==> src/rtl/mem_arb_pkg.sv <==
// mem_arb_pkg: shared types and default constants for the memory arbiter
package mem_arb_pkg;
  typedef enum logic [1:0] {IDLE, ISSUE, WAIT, DONE} arb_state_t;
  typedef enum logic {OWN_I, OWN_D} owner_t;
  localparam int DEF_STARVE_MAX = 4;
  localparam int DEF_TIMEOUT = 255;
endpackage

==> src/rtl/mem_arbiter_arb_pick.sv <==
// arb_pick: data-first priority with a starvation override for pending fetches
module arb_pick
  import mem_arb_pkg::*;
#(
  parameter int STARVE_MAX = DEF_STARVE_MAX,
  parameter int SC_W = $clog2(STARVE_MAX + 1)
) (
  input  logic            i_req,
  input  logic            d_req,
  input  logic [SC_W-1:0] starve_cnt,
  output logic            grant_i,
  output logic            grant_d
);
  assign grant_d = d_req && !(i_req && starve_cnt == SC_W'(STARVE_MAX));
  assign grant_i = i_req && !grant_d;
endmodule

==> src/rtl/mem_arbiter.sv <==
// mem_arbiter: shares one busy-signalling RAM between fetch and data ports
module mem_arbiter
  import mem_arb_pkg::*;
#(
  parameter int ADDR_W = 32,
  parameter int DATA_W = 32,
  parameter int STARVE_MAX = DEF_STARVE_MAX,
  parameter int TIMEOUT = DEF_TIMEOUT
) (
  input  logic              clk,
  input  logic              nrst,
  input  logic              i_req,
  input  logic [ADDR_W-1:0] i_addr,
  output logic [DATA_W-1:0] i_rdata,
  output logic              i_ready,
  input  logic              d_ren,
  input  logic              d_wen,
  input  logic [ADDR_W-1:0] d_addr,
  input  logic [DATA_W-1:0] d_wdata,
  output logic [DATA_W-1:0] d_rdata,
  output logic              d_ready,
  output logic [ADDR_W-1:0] ram_addr,
  output logic [DATA_W-1:0] ram_wdata,
  output logic              ram_ren,
  output logic              ram_wen,
  input  logic [DATA_W-1:0] ram_rdata,
  input  logic              ram_busy,
  output logic              err
);
  localparam int SC_W = $clog2(STARVE_MAX + 1);
  localparam int WC_W = $clog2(TIMEOUT + 1);
  arb_state_t state, state_nx;
  owner_t owner;
  logic wr, grant_i, grant_d, grant, timeout;
  logic [SC_W-1:0] starve_cnt;
  logic [WC_W-1:0] wait_cnt;
  arb_pick #(.STARVE_MAX(STARVE_MAX), .SC_W(SC_W)) u_pick (
    .i_req(i_req),
    .d_req(d_ren | d_wen),
    .starve_cnt(starve_cnt),
    .grant_i(grant_i),
    .grant_d(grant_d)
  );
  assign grant = state == IDLE && (grant_i || grant_d);
  // Last busy WAIT cycle before wait_cnt hits TIMEOUT abandons the access
  assign timeout = state == WAIT && ram_busy && wait_cnt == WC_W'(TIMEOUT - 1);
  // State register
  always_ff @(posedge clk or negedge nrst)
    if (!nrst) state <= IDLE;
    else state <= state_nx;
  // Next-state logic
  always_comb begin
    state_nx = state;
    case (state)
      IDLE:    state_nx = grant ? ISSUE : IDLE;
      ISSUE:   state_nx = WAIT;
      WAIT:    state_nx = !ram_busy ? DONE : timeout ? IDLE : WAIT;
      default: state_nx = IDLE;
    endcase
  end
  // Strobes and ready pulses decoded from state and latched request kind
  always_comb begin
    ram_ren = state == ISSUE && !wr;
    ram_wen = state == ISSUE && wr;
    i_ready = state == DONE && owner == OWN_I;
    d_ready = state == DONE && owner == OWN_D;
  end
  // Grant latches, starvation and wait counters, read-data capture, err pulse
  always_ff @(posedge clk or negedge nrst)
    if (!nrst) begin
      owner      <= OWN_I;
      wr         <= 1'b0;
      ram_addr   <= '0;
      ram_wdata  <= '0;
      starve_cnt <= '0;
      wait_cnt   <= '0;
      i_rdata    <= '0;
      d_rdata    <= '0;
      err        <= 1'b0;
    end else begin
      err <= timeout;
      if (grant) begin
        owner      <= grant_d ? OWN_D : OWN_I;
        wr         <= grant_d && d_wen;
        ram_addr   <= grant_d ? d_addr : i_addr;
        ram_wdata  <= d_wdata;
        starve_cnt <= !(grant_d && i_req) ? '0 :
                      starve_cnt == SC_W'(STARVE_MAX) ? starve_cnt : starve_cnt + 1'b1;
      end
      if (state == ISSUE) wait_cnt <= '0;
      if (state == WAIT && ram_busy) wait_cnt <= wait_cnt + 1'b1;
      if (state == WAIT && !ram_busy && !wr && owner == OWN_D) d_rdata <= ram_rdata;
      if (state == WAIT && !ram_busy && !wr && owner == OWN_I) i_rdata <= ram_rdata;
    end
endmodule

==> config.mk <==
export PLATFORM = sky130hd
export DESIGN_NAME = mem_arbiter
export DESIGN_NICKNAME = d
export VERILOG_FILES = /design/src/rtl/mem_arb_pkg.sv /design/src/rtl/mem_arbiter_arb_pick.sv /design/src/rtl/mem_arbiter.sv
export SDC_FILE = /design/constraint.sdc
export NUM_CORES = 1
export LEC_CHECK = 0
export CAP_MARGIN = 20
export CORE_ASPECT_RATIO = 0.75
export CORE_MARGIN = 2
export CORE_UTILIZATION = 43
export CTS_CLUSTER_DIAMETER = 100
export DETAILED_ROUTE_END_ITERATION = 10
export PLACE_DENSITY_LB_ADDON = 0.2
export SYNTH_ARGS = -nofsm -noshare
export SYNTH_HDL_FRONTEND = slang
export SYNTH_SLANG_ARGS = --single-unit
==> constraint.sdc <==
create_clock -name clk -period 2.1 [get_ports clk]
set_input_delay 0.21 -clock clk [delete_from_list [all_inputs] [get_ports clk]]
set_output_delay 0.21 -clock clk [all_outputs]
set_load 0.01 [all_outputs]
======== Word-level counts from Yosys, hierarchy flattened ========
Index checks and enable logic that the tools add are counted.
word-level totals
  input bits .............................. 134
  output and inout port bits .............. 133
  register bits ........................... 144
  word-level logic and storage cells ...... 54
cells by class
  reduce and logical (&&, ||, !) cells .... 24
  eq/ne operators ......................... 6
  bitwise logic cells ..................... 2
  add/subtract/negate cells ............... 2
  muxes and demuxes ....................... 10
operator list
  cell                 number
  $mux 32              1
  $logic_and 1x1->1    16
  $mux 8               2
  $add 8x1->8 const B  1
  $eq 8x8->1 const B   1
  $mux 3               2
  $pmux 2 s3           1
  $eq 2x2->1 const B   2
  $logic_not 1->1      4
  $mux 2               2
  $add 3x1->3 const B  1
  $eq 3x3->1 const B   1
  $eq 2x1->1 const B   1
  $logic_not 2->1      1
  $mux 1               2
  $ne 2x2->1 const B   1
  $reduce_and 2->1     1
  $reduce_bool 2->1    1
  $logic_or 1x1->1     1
  $not 1->1            1
  $or 1x1->1           1

======== Longest topological paths before layout ========
Gate-level depths: netlist (run 1).
  depth in word-level cells ............... 10
  depth in mapped cells ................... 6
  gate-level depth less buffers ........... 5

======== Hierarchy ========
Synthesis (run 1) repeated with hierarchy kept, for this count alone.
unflattened totals
  cell total of the unflattened synthesis .. 446
  area, all modules ....................... 6,145.9 um2
by module, submodules not included
  module       times used  area each (um2)  cells each
  mem_arbiter  1           6,113.4          442
  arb_pick     1           32.5             4

======== Least setup slack after synthesis (run 1) ========
OpenSTA, ideal clock, no wires.
  kind .................................... register to register
  start point ............................. reg state[0]
  end point ............................... reg ram_wdata[0]
  arrival time ............................ 1,715 ps
  period minus slack after synthesis ...... 1,840 ps
  slack ................................... 260 ps
  path buffers ............................ 2
  cell stages (with the launch flop) ...... 6
  cell sequence ........................... dfrtp_1 -> or2_2 -> clkbuf_1 -> nor2_2 -> buf_6 -> mux2_2
between the ends
  longest elaborated chain between the ends .. 2
RTL lines
  element                 line               source
  start, declared         mem_arbiter.sv:32  arb_state_t state, state_nx;
  start signal, assigned  mem_arbiter.sv:50  else state <= state_nx;
  $logic_not 2->1         mem_arbiter.sv:44  assign grant = state == IDLE && (grant_i || grant_d);
  $logic_and 1x1->1       mem_arbiter.sv:44
  end signal, assigned    mem_arbiter.sv:86  ram_wdata <= d_wdata;
  end, declared           mem_arbiter.sv:23  output logic [DATA_W-1:0] ram_wdata,
Every way passes these cells.
A chain may end at the register's enable or synchronous reset.

======== Worst setup path in the final report (run 1) ========
  start point ............................. reg state[0]
  end point ............................... reg d_rdata[8]
between the ends
  longest elaborated chain between the ends .. 4
RTL lines
  element                         line               source
  $eq 2x2->1                      mem_arbiter.sv:92  if (state == WAIT && !ram_busy && !wr && owner == OWN_D) d_rdata <= ram_rdata;
  $logic_and 1x1->1 (3 in a row)  mem_arbiter.sv:92
  end signal, assigned            mem_arbiter.sv:92
  end, declared                   mem_arbiter.sv:20  output logic [DATA_W-1:0] d_rdata,
Every way passes these cells.

==> run summary, run 1 <==
htree depth - 4
clk root buf - clkbuf_16
CTS buffer count - 17
Congestion Overflow GR - 0
wirelength, routed - 18660 um
Simple-Gate Fraction of Synth Area - 0.06620
ys flop type - dfrtp_1
placed wire-length estimate - 13090 um
setup tns final - 0 ps
Async S/R FF share, synth - 1.000
NetSw - 4686 uW
global placement routability congestion - 0.8741
crit-path max FO - 32
share of post-route cells with drive strength above 1 - 0.2039
clk sinks - 144
Floorplan Core Area - 13890 sq um
WP data required - 2400 ps
synthesized net count - 624
Iter 0 DRT Violations - 288
n_diodes - 0
I/O pin total - 267
Gate power share - 0.464
vias in the first global route - 5301
starting density of the core - 0.4464
Synth Instances - 486
Worst slew margin - 0.3591
I/O Buffers - 266
CP endpoint kind - flip-flop
CP startpoint kind - flip-flop
final setup violation count - 0
worst-margin pin slew - 954.0 ps
first-pass GRT wire length - 28210 um
largest net degree at the start of global routing - 48
Pins Over Slew Limit - 0
DIE HEIGHT - 108.0 um
CP Cell Sequence - buf_4 -> nand2b_4 -> or4b_2 -> buf_12 -> mux2_4
f_max - 487.5 MHz
commonest cells after routing, fill and taps aside - clkdlybuf4s50_1 (264), dfrtp_1 (144), mux2_2 (64)
xor/xnor cell area share of the yosys netlist - 0
initial antenna violation count - 0
Crit path buffers/inverters - 2
Mean Syn Cell Area - 12.76 sq um
synth unique cells - 40
Post-DRT Antenna Nets - 0
Die Width - 142.7 um
Filler cells - 957
main combinational cell family by area after synthesis - multiplexers
Power per Cell Area - 1501 nW/um^2
Synth Warn # - 0
Worst-Skew Late Latency - 420 ps
post-synthesis register bit count - 144
Max Cap Viol - 0
Worst path max stage delay - 690 ps
worst vdd ir - 0.7451 mV
GRT Total Usage - 0.2384
Routed WL per cell - 19.75 um
top cell type's share of synthesized area - 0.5812
status - complete, no violations
fin crit period - 2051 ps
Hold Violations, Final - 0
First-pass DRT Iterations - 6
non-filler cells, final - 945
Synth area leaders - dfrtp_1 (58%), mux2_2 (12%), mux2_4 (7.3%)
Compound-Gate Fraction of Synth Area - 0.1166
Post-Synth Adder-Cell Area - 0.008073
mux cell area share after synthesis - 0.1925
Switching Share - 0.3216
CP max-delay cell - or4b_2
area of the mapped netlist - 6200 sq um
Layout area overhead - 56.57%
clock slew at reported path FFs - 60 ps
CTS max path bufs - 2
Post-CTS Setup Bufs - 0
DR vias/cell - 5.483
final period utilization - 0.9768
EDFF count, synth - 0
commonest non-fill, non-tap cell in the layout - clkdlybuf4s50_1
DR DRC count - 0
worst setup path category - reg -> reg
min-delay worst type - in -> async
CTS tree - built
vias - 5181
standard-cell rows - 37
CP arrival - 2350 ps
register share of total power - 0.336
most area-hungry cell type in the Yosys netlist - dfrtp_1
Setup Skew - 6.396 ps
clock power share - 0.200
full die area - 15400 sq um
RSZ-0062 raised after global routing - false
CP top delay family - simple AND/OR/NAND/NOR gates
cell total after placement - 912
sequential cell area fraction in the yosys report - 0.5812
Leakage - 0.004117 uW
Layout Nets - 896
Pint - 9886 uW
==> cell families (layout without fill, tap and decap cells) <==
| logic type | Yosys count | count (layout) |
|---|---|---|
| flip-flops | 144 | 144 |
| multiplexers | 96 | 96 |
| AND/OR/NAND/NOR | 76 | 77 |
| AO/OA/AOI/OAI | 124 | 124 |
| adder cells (fa/ha/maj) | 4 | 4 |
| buffers and inverters | 42 | 325 |
==> metrics by stage <==
stage | util | area, sq um | power, uW | worst slack (ps) | hold WS [ps]
2_1_floorplan | - | 6200 | 7948 | 260.1 | -85.59
3_3_place_gp | 0.6564 | 9116 | 11440 | -157.6 | 124.4
3_5_place_dp | 0.6564 | 9116 | 11650 | -200.6 | 126.0
4_1_cts | 0.6986 | 9702 | 14690 | 0.7725 | 256.1
5_1_grt | 0.6989 | 9707 | 15330 | 1.850 | 270.7
6_report | 0.6989 | 9707 | 14570 | 48.68 | 247.6
==> path summary, 6_finish.rpt <==
path,start,endpoint,slack (ps),cells after the start
max reg2reg,state[0],d_rdata[8],50,5
min in group clk,i_addr[30],ram_addr[30],360,3
max,state[0],d_rdata[8],50,5
min,nrst,i_rdata[12],250,2
max in group asynchronous,nrst,i_rdata[11],1090,3
min reg2reg,i_rdata[5],i_rdata[5],490,1
==> cells in the mapped netlist (all sizes together) (2+ instances only) <==
cell type and number:
o41ai 2, inv 5, o311ai 3, mux2 96, buf 13, dfrtp 144
ha 4, nor4 2, and3 3, or2 3, nor2 6, nand4 3
nor3 3, nand3 37, a21oi 33, a32o 2, a31oi 32, nand2 10
nand2b 3, o21ai 42, a22o 4, o211ai 2, clkbuf 24
==> per-layer routing <==
metal | global-route usage | part of all wire
met1 | 0.2926 | 0.40
met2 | 0.3977 | 0.49
met3 | 0.07883 | 0.089
met4 | 0.08487 | 0.020
met5 | 0 | 0
==> cell type report <==
| cell class | count | area, sq um | area share |
|---|---|---|---|
| tap | 175 | 219.0 | 0.02256 |
| clock buffer | 21 | 450.4 | 0.04640 |
| sequential | 144 | 3603 | 0.3712 |
| timing repair buffer | 289 | 2892 | 0.2979 |
| clock inverter | 10 | 113.9 | 0.01173 |
| multi-input combinational | 301 | 2410 | 0.2483 |
| inverter | 5 | 18.77 | 0.001933 |
==> power by group through the flow <==
stage / Combinational (uW) / Clock [uW] / Sequential, uW
4_1_cts: 6810 / 2970 / 4900
3_5_place_dp: 6720 / 0 / 4920
5_1_grt: 7190 / 3090 / 5060
2_1_floorplan: 2510 / 0 / 5440
3_3_place_gp: 6590 / 0 / 4850
6_report: 6760 / 2910 / 4900
==> sequential cells by signal, summed over array words and instances (netlist names) <==
name        cells
ram_wdata      32
owner           1
starve_cnt      3
i_rdata        32
ram_addr       32
err             1
wait_cnt        8
d_rdata        32
wr              1
state           2
==> repair_timing <==
| item | 4_1_cts | 5_1_grt |
|---|---|---|
| pin swaps | 1 | 0 |
| setup endpoints to repair | 33 | 1 |
| hold buffers | 1 | 0 |
| endpoints found under the hold margin | 31 | 0 |
| cloned | 1 | 0 |
| gates resized for setup | 1 | 2 |
Power figures use the tool's default switching activity.
==> run 2: changes to the inputs <==
CORE_UTILIZATION = 40   (was 43)
==> run summary, run 2 (synthesis gave the netlist of run 1 again) <==
f_max - 506.8 MHz (was 487.5 MHz)
CTS buffer count - 17 (unchanged)
Layout Nets - 898 (was 896)
Max Cap Viol - 0 (unchanged)
Leakage - 0.004135 uW (was 0.004117 uW)
share of post-route cells with drive strength above 1 - 0.2073 (was 0.2039)
Reg-to-Reg End - d_rdata[21] (was d_rdata[8])
standard-cell rows - 39 (was 37)
Final WS setup - 126.8 ps (was 48.68 ps)
register share of total power - 0.335 (was 0.336)
RSZ-0062 raised after global routing - false (unchanged)
worst vdd ir - 0.6299 mV (was 0.7451 mV)
crit-path max FO - 12 (was 32)
Congestion Overflow GR - 0 (unchanged)
CP endpoint kind - output pin (was flip-flop)
DP Worst Slack - -129.8 ps (was -200.6 ps)
placed wire-length estimate - 12720 um (was 13090 um)
Pins Over Slew Limit - 0 (unchanged)
I/O pin total - 267 (unchanged)
DIE HEIGHT - 111.8 um (was 108.0 um)
Layout area overhead - 58.35% (was 56.57%)
Routed WL per cell - 18.00 um (was 19.75 um)
clock slew at reported path FFs - 60 ps (about the same)
status - complete, no violations (unchanged)
Power per Cell Area - 1485 nW/um^2 (was 1501 nW/um^2)
GRT Total Usage - 0.2163 (was 0.2384)
largest net degree at the start of global routing - 59 (was 48)
full die area - 16520 sq um (was 15400 sq um)
Tot Pwr - 14580 uW (was 14570 uW)
n_diodes - 0 (unchanged)
clk root buf - clkbuf_16 (unchanged)
Register-to-Register Path Depth - 5 (unchanged)
worst reg2reg setup slack - 140 ps (was 50 ps)
htree depth - 4 (unchanged)
vias - 5080 (was 5181)
Pint - 9982 uW (was 9886 uW)
CTS max path bufs - 2 (unchanged)
final core utilization - 0.6469 (was 0.6989)
min-delay worst type - in -> async (unchanged)
NetSw - 4597 uW (was 4686 uW)
Setup Skew - 9.695 ps (was 6.396 ps)
global placement routability congestion - 0.8163 (was 0.8741)
starting density of the core - 0.4085 (was 0.4464)
CP startpoint kind - flip-flop (unchanged)
clock power share - 0.204 (was 0.200)
setup tns final - 0 ps (unchanged)
Post-DRT Antenna Nets - 0 (unchanged)
DR DRC count - 0 (unchanged)
CP arrival - 1760 ps (was 2350 ps)
final period utilization - 0.9396 (was 0.9768)
Iter 0 DRT Violations - 230 (was 288)
Worst-Skew Late Latency - 410 ps (was 420 ps)
CTS tree - built (unchanged)
initial antenna violation count - 0 (unchanged)
commonest non-fill, non-tap cell in the layout - clkdlybuf4s50_1 (unchanged)
Worst slew margin - 0.5339 (was 0.3591)
clk sinks - 144 (unchanged)
vias in the first global route - 5294 (was 5301)
Switching Share - 0.3153 (was 0.3216)
DR vias/cell - 5.200 (was 5.483)
first-pass GRT wire length - 28120 um (was 28210 um)
Floorplan Core Area - 15180 sq um (was 13890 sq um)
worst r2r src - state[0] (unchanged)
wirelength, routed - 17590 um (was 18660 um)
Filler cells - 1139 (was 957)
commonest cells after routing, fill and taps aside - clkdlybuf4s50_1 (264), dfrtp_1 (144), mux2_2 (64) (unchanged)
worst setup path category - reg -> out (was reg -> reg)
Post-CTS Setup Bufs - 0 (unchanged)
Hold Violations, Final - 0 (unchanged)
I/O Buffers - 266 (unchanged)
Die Width - 147.8 um (was 142.7 um)
First-pass DRT Iterations - 5 (was 6)
Gate power share - 0.461 (was 0.464)
final setup violation count - 0 (unchanged)
WP data required - 1890 ps (was 2400 ps)
fin crit period - 1973 ps (was 2051 ps)
worst-margin pin slew - 699.2 ps (was 954.0 ps)
## run 2: cell count changes in the layout (fill, tap and decap cells not counted), sizes merged
cell / delta
nor2: -1
buf: +3
dlymetal6s2s: -1
clkinv: -3
dlygate4sd2: +1
clkinvlp: +2
inv: +2
clkbuf: -1
## run 2: stage by stage
stage	cell area [sq um]	hold slack, ps	instances
CTS	9807	344.1	976
global placement	9154	214.9	942
global route	9817	365.3	977
floorplan	6200	-85.59	486
detailed placement	9174	223.1	943
finish	9817	339.2	977
## run 2: power by group through the flow
stage | sequential, uW | combinational (uW) | clock, uW
final | 4880 | 6720 | 2970
after global routing | 5050 | 7180 | 3160
after CTS | 4890 | 6790 | 3050
after detailed placement | 4920 | 6740 | 0
after global placement | 4830 | 6550 | 0
after floorplan | 5440 | 2510 | 0
## run 2: layer usage
metal,wire [um],GRT usage,share of wire,vias up
li1,-,-,-,2346
met1,7585,0.2802,0.43,2497
met4,232,0.06474,0.013,0
met5,0,0,0,-
met3,1449,0.06270,0.082,22
met2,8319,0.3544,0.47,215
## run 2: final cells by class
type                            instances  area (sq um)  share of cell area
Clock buffer                           20         456.7             0.04652
Multi-Input combinational cell        300          2400              0.2445
Inverter                                5         18.77            0.001912
Clock inverter                         11         131.4             0.01338
Timing Repair Buffer                  292          2950              0.3005
Sequential cell                       144          3603              0.3671
Tap cell                              205         256.5             0.02613
## run 2: worst max path at each step
stage / start / to / slack [ps] / depth (start not counted)
final: state[1] / ram_wen / 130 / 4
after global routing: state[1] / ram_wen / 70 / 4
after CTS: state[0] / d_rdata[5] / 40 / 5
after detailed placement: d_wen / ram_addr[5] / -130 / 5
after global placement: i_req / ram_addr[11] / -320 / 5
after floorplan: state[0] / ram_wdata[0] / 260 / 5
## run 2: repair_timing
item / CTS / global route
setup endpoints to repair: 24 / 14
resized for setup: 2 / 1
endpoints found under the hold margin: 55 / 0
hold buffers: 1 / 0
gates cloned: 1 / 0
## run 2: critical path, stage by stage (launching register included)
cell and delay (ps):
dfrtp_1 380, buf_4 190, inv_1 90, and3_1 150, clkdlybuf4s50_1 550
==> run 3: changes to the inputs <==
CAP_MARGIN = unset   (was 20)
SKIP_CTS_REPAIR_TIMING = 1   (was unset)
==> run summary, run 3 (synthesis gave the netlist of run 1 again) <==
final period utilization - 0.9869 (was 0.9396)
worst hold slack - 340.6 ps (was 339.2 ps)
largest net degree at the start of global routing - 59 (unchanged)
Storage cell area - 3603 sq um (unchanged)
n_diodes - 0 (unchanged)
initial antenna violation count - 0 (unchanged)
First-pass DRT Iterations - 5 (unchanged)
htree depth - 4 (unchanged)
Worst path max stage delay - 560 ps (was 550 ps)
multi-input logic area - 2419 sq um (was 2400 sq um)
clk sinks - 144 (unchanged)
CP max-delay cell - clkdlybuf4s50_1 (unchanged)
global placement routability congestion - 0.8163 (unchanged)
f_max - 482.5 MHz (was 506.8 MHz)
placed wire-length estimate - 12660 um (was 12720 um)
Congestion Overflow GR - 0 (unchanged)
crit-path max FO - 12 (unchanged)
wirelength, routed - 17760 um (was 17590 um)
commonest cells after routing, fill and taps aside - clkdlybuf4s50_1 (265), dfrtp_1 (144), mux2_2 (64) (was clkdlybuf4s50_1 (264), dfrtp_1 (144), mux2_2 (64))
Register-to-Register Path Depth - 5 (unchanged)
Layout area overhead - 57.28% (was 58.35%)
Leakage - 0.004096 uW (was 0.004135 uW)
DP Worst Slack - -422.0 ps (was -129.8 ps)
vias in the first global route - 5260 (was 5294)
CP Cell Sequence - buf_4 -> nand2b_2 -> nor2_1 -> clkdlybuf4s50_1 (was buf_4 -> inv_1 -> and3_1 -> clkdlybuf4s50_1)
Power per Cell Area - 1473 nW/um^2 (was 1485 nW/um^2)
WP data required - 1890 ps (about the same)
Crit path buffers/inverters - 2 (was 3)
DR vias/cell - 5.219 (was 5.200)
I/O Buffers - 266 (unchanged)
standard-cell rows - 39 (unchanged)
Max Cap Viol - 0 (unchanged)
Worst slew margin - 0.2304 (was 0.5339)
commonest non-fill, non-tap cell in the layout - clkdlybuf4s50_1 (unchanged)
vias - 5094 (was 5080)
CP startpoint kind - flip-flop (unchanged)
Final WS setup - 27.59 ps (was 126.8 ps)
worst r2r src - state[0] (unchanged)
met3 WL post-DR - 1458 um (was 1449 um)
worst-margin pin slew - 1153 ps (was 699.2 ps)
worst vdd ir - 0.7245 mV (was 0.6299 mV)
worst reg2reg setup slack - 110 ps (was 140 ps)
CP arrival - 1860 ps (was 1760 ps)
share of post-route cells with drive strength above 1 - 0.2075 (was 0.2073)
starting density of the core - 0.4085 (unchanged)
Floorplan Core Area - 15180 sq um (unchanged)
CTS max path bufs - 2 (unchanged)
min-delay worst type - in -> async (unchanged)
Routed WL per cell - 18.20 um (was 18.00 um)
final setup violation count - 0 (unchanged)
Die Width - 147.8 um (unchanged)
Tot Pwr - 14360 uW (was 14580 uW)
Reg-to-Reg End - d_rdata[3] (was d_rdata[21])
Post-DRT Antenna Nets - 0 (unchanged)
DR top layer - met4 (unchanged)
Setup Skew - 5.401 ps (was 9.695 ps)
Hold Violations, Final - 0 (unchanged)
Met2 Wirelength - 8249 um (was 8319 um)
Pins Over Slew Limit - 0 (unchanged)
Layout Nets - 897 (was 898)
I/O pin total - 267 (unchanged)
GRT Total Usage - 0.2123 (was 0.2163)
status - complete, no violations (unchanged)
clock slew at reported path FFs - 60 ps (about the same)
CTS buffer count - 17 (unchanged)
RSZ-0062 raised after global routing - true (was false)
Worst-Skew Late Latency - 420 ps (was 410 ps)
fin crit period - 2072 ps (was 1973 ps)
DR DRC count - 0 (unchanged)
CP top delay family - buffers and inverters (unchanged)
CP endpoint kind - output pin (unchanged)
clk root buf - clkbuf_16 (unchanged)
M1 WL - 7664 um (was 7585 um)
Filler cells - 1145 (was 1139)
CTS tree - built (unchanged)
final core utilization - 0.6425 (was 0.6469)
DIE HEIGHT - 111.8 um (unchanged)
first-pass GRT wire length - 27630 um (was 28120 um)
full die area - 16520 sq um (unchanged)
worst setup path category - reg -> out (unchanged)
Iter 0 DRT Violations - 267 (was 230)
-- run 3: final cells by class --
type | instances | area share
Tap cell | 205 | 0.02631
Inverter | 5 | 0.001925
Clock inverter | 11 | 0.009496
Clock buffer | 20 | 0.04581
Timing Repair Buffer | 290 | 0.2989
Multi-Input combinational cell | 301 | 0.2480
Sequential cell | 144 | 0.3696
-- run 3: worst max-delay path by stage --
stage               startpoint            to  slack, ps  depth (start not counted)
global route          state[1]       ram_ren        -30                          4
CTS                   state[0]   ram_addr[8]       -190                          4
finish                state[1]       ram_ren         30                          4
detailed placement       i_req   ram_addr[5]       -420                          5
global placement         i_req  ram_addr[11]       -320                          5
floorplan             state[0]  ram_wdata[0]        260                          5
-- run 3: stage by stage --
stage | cell area [sq um] | setup TNS [ps] | cells
after global placement | 9154 | -17670 | 942
after floorplan | 6200 | 0 | 486
after CTS | 9693 | -7848 | 973
after detailed placement | 9154 | -22720 | 942
after global routing | 9751 | -34.36 | 976
final | 9751 | 0 | 976
-- run 3: where the power goes --
| group | switching, uW | total (uW) | internal, uW |
|---|---|---|---|
| clock network | 1120 | 2750 | 1640 |
| registers | 767 | 4890 | 4120 |
| logic | 2710 | 6720 | 4010 |
| total | 4590 | 14400 | 9770 |
-- run 3: layer usage --
layer	GRT usage	up-vias
met5	0	-
met4	0.07885	0
met3	0.06475	36
met2	0.3423	224
met1	0.2712	2489
li1	-	2345
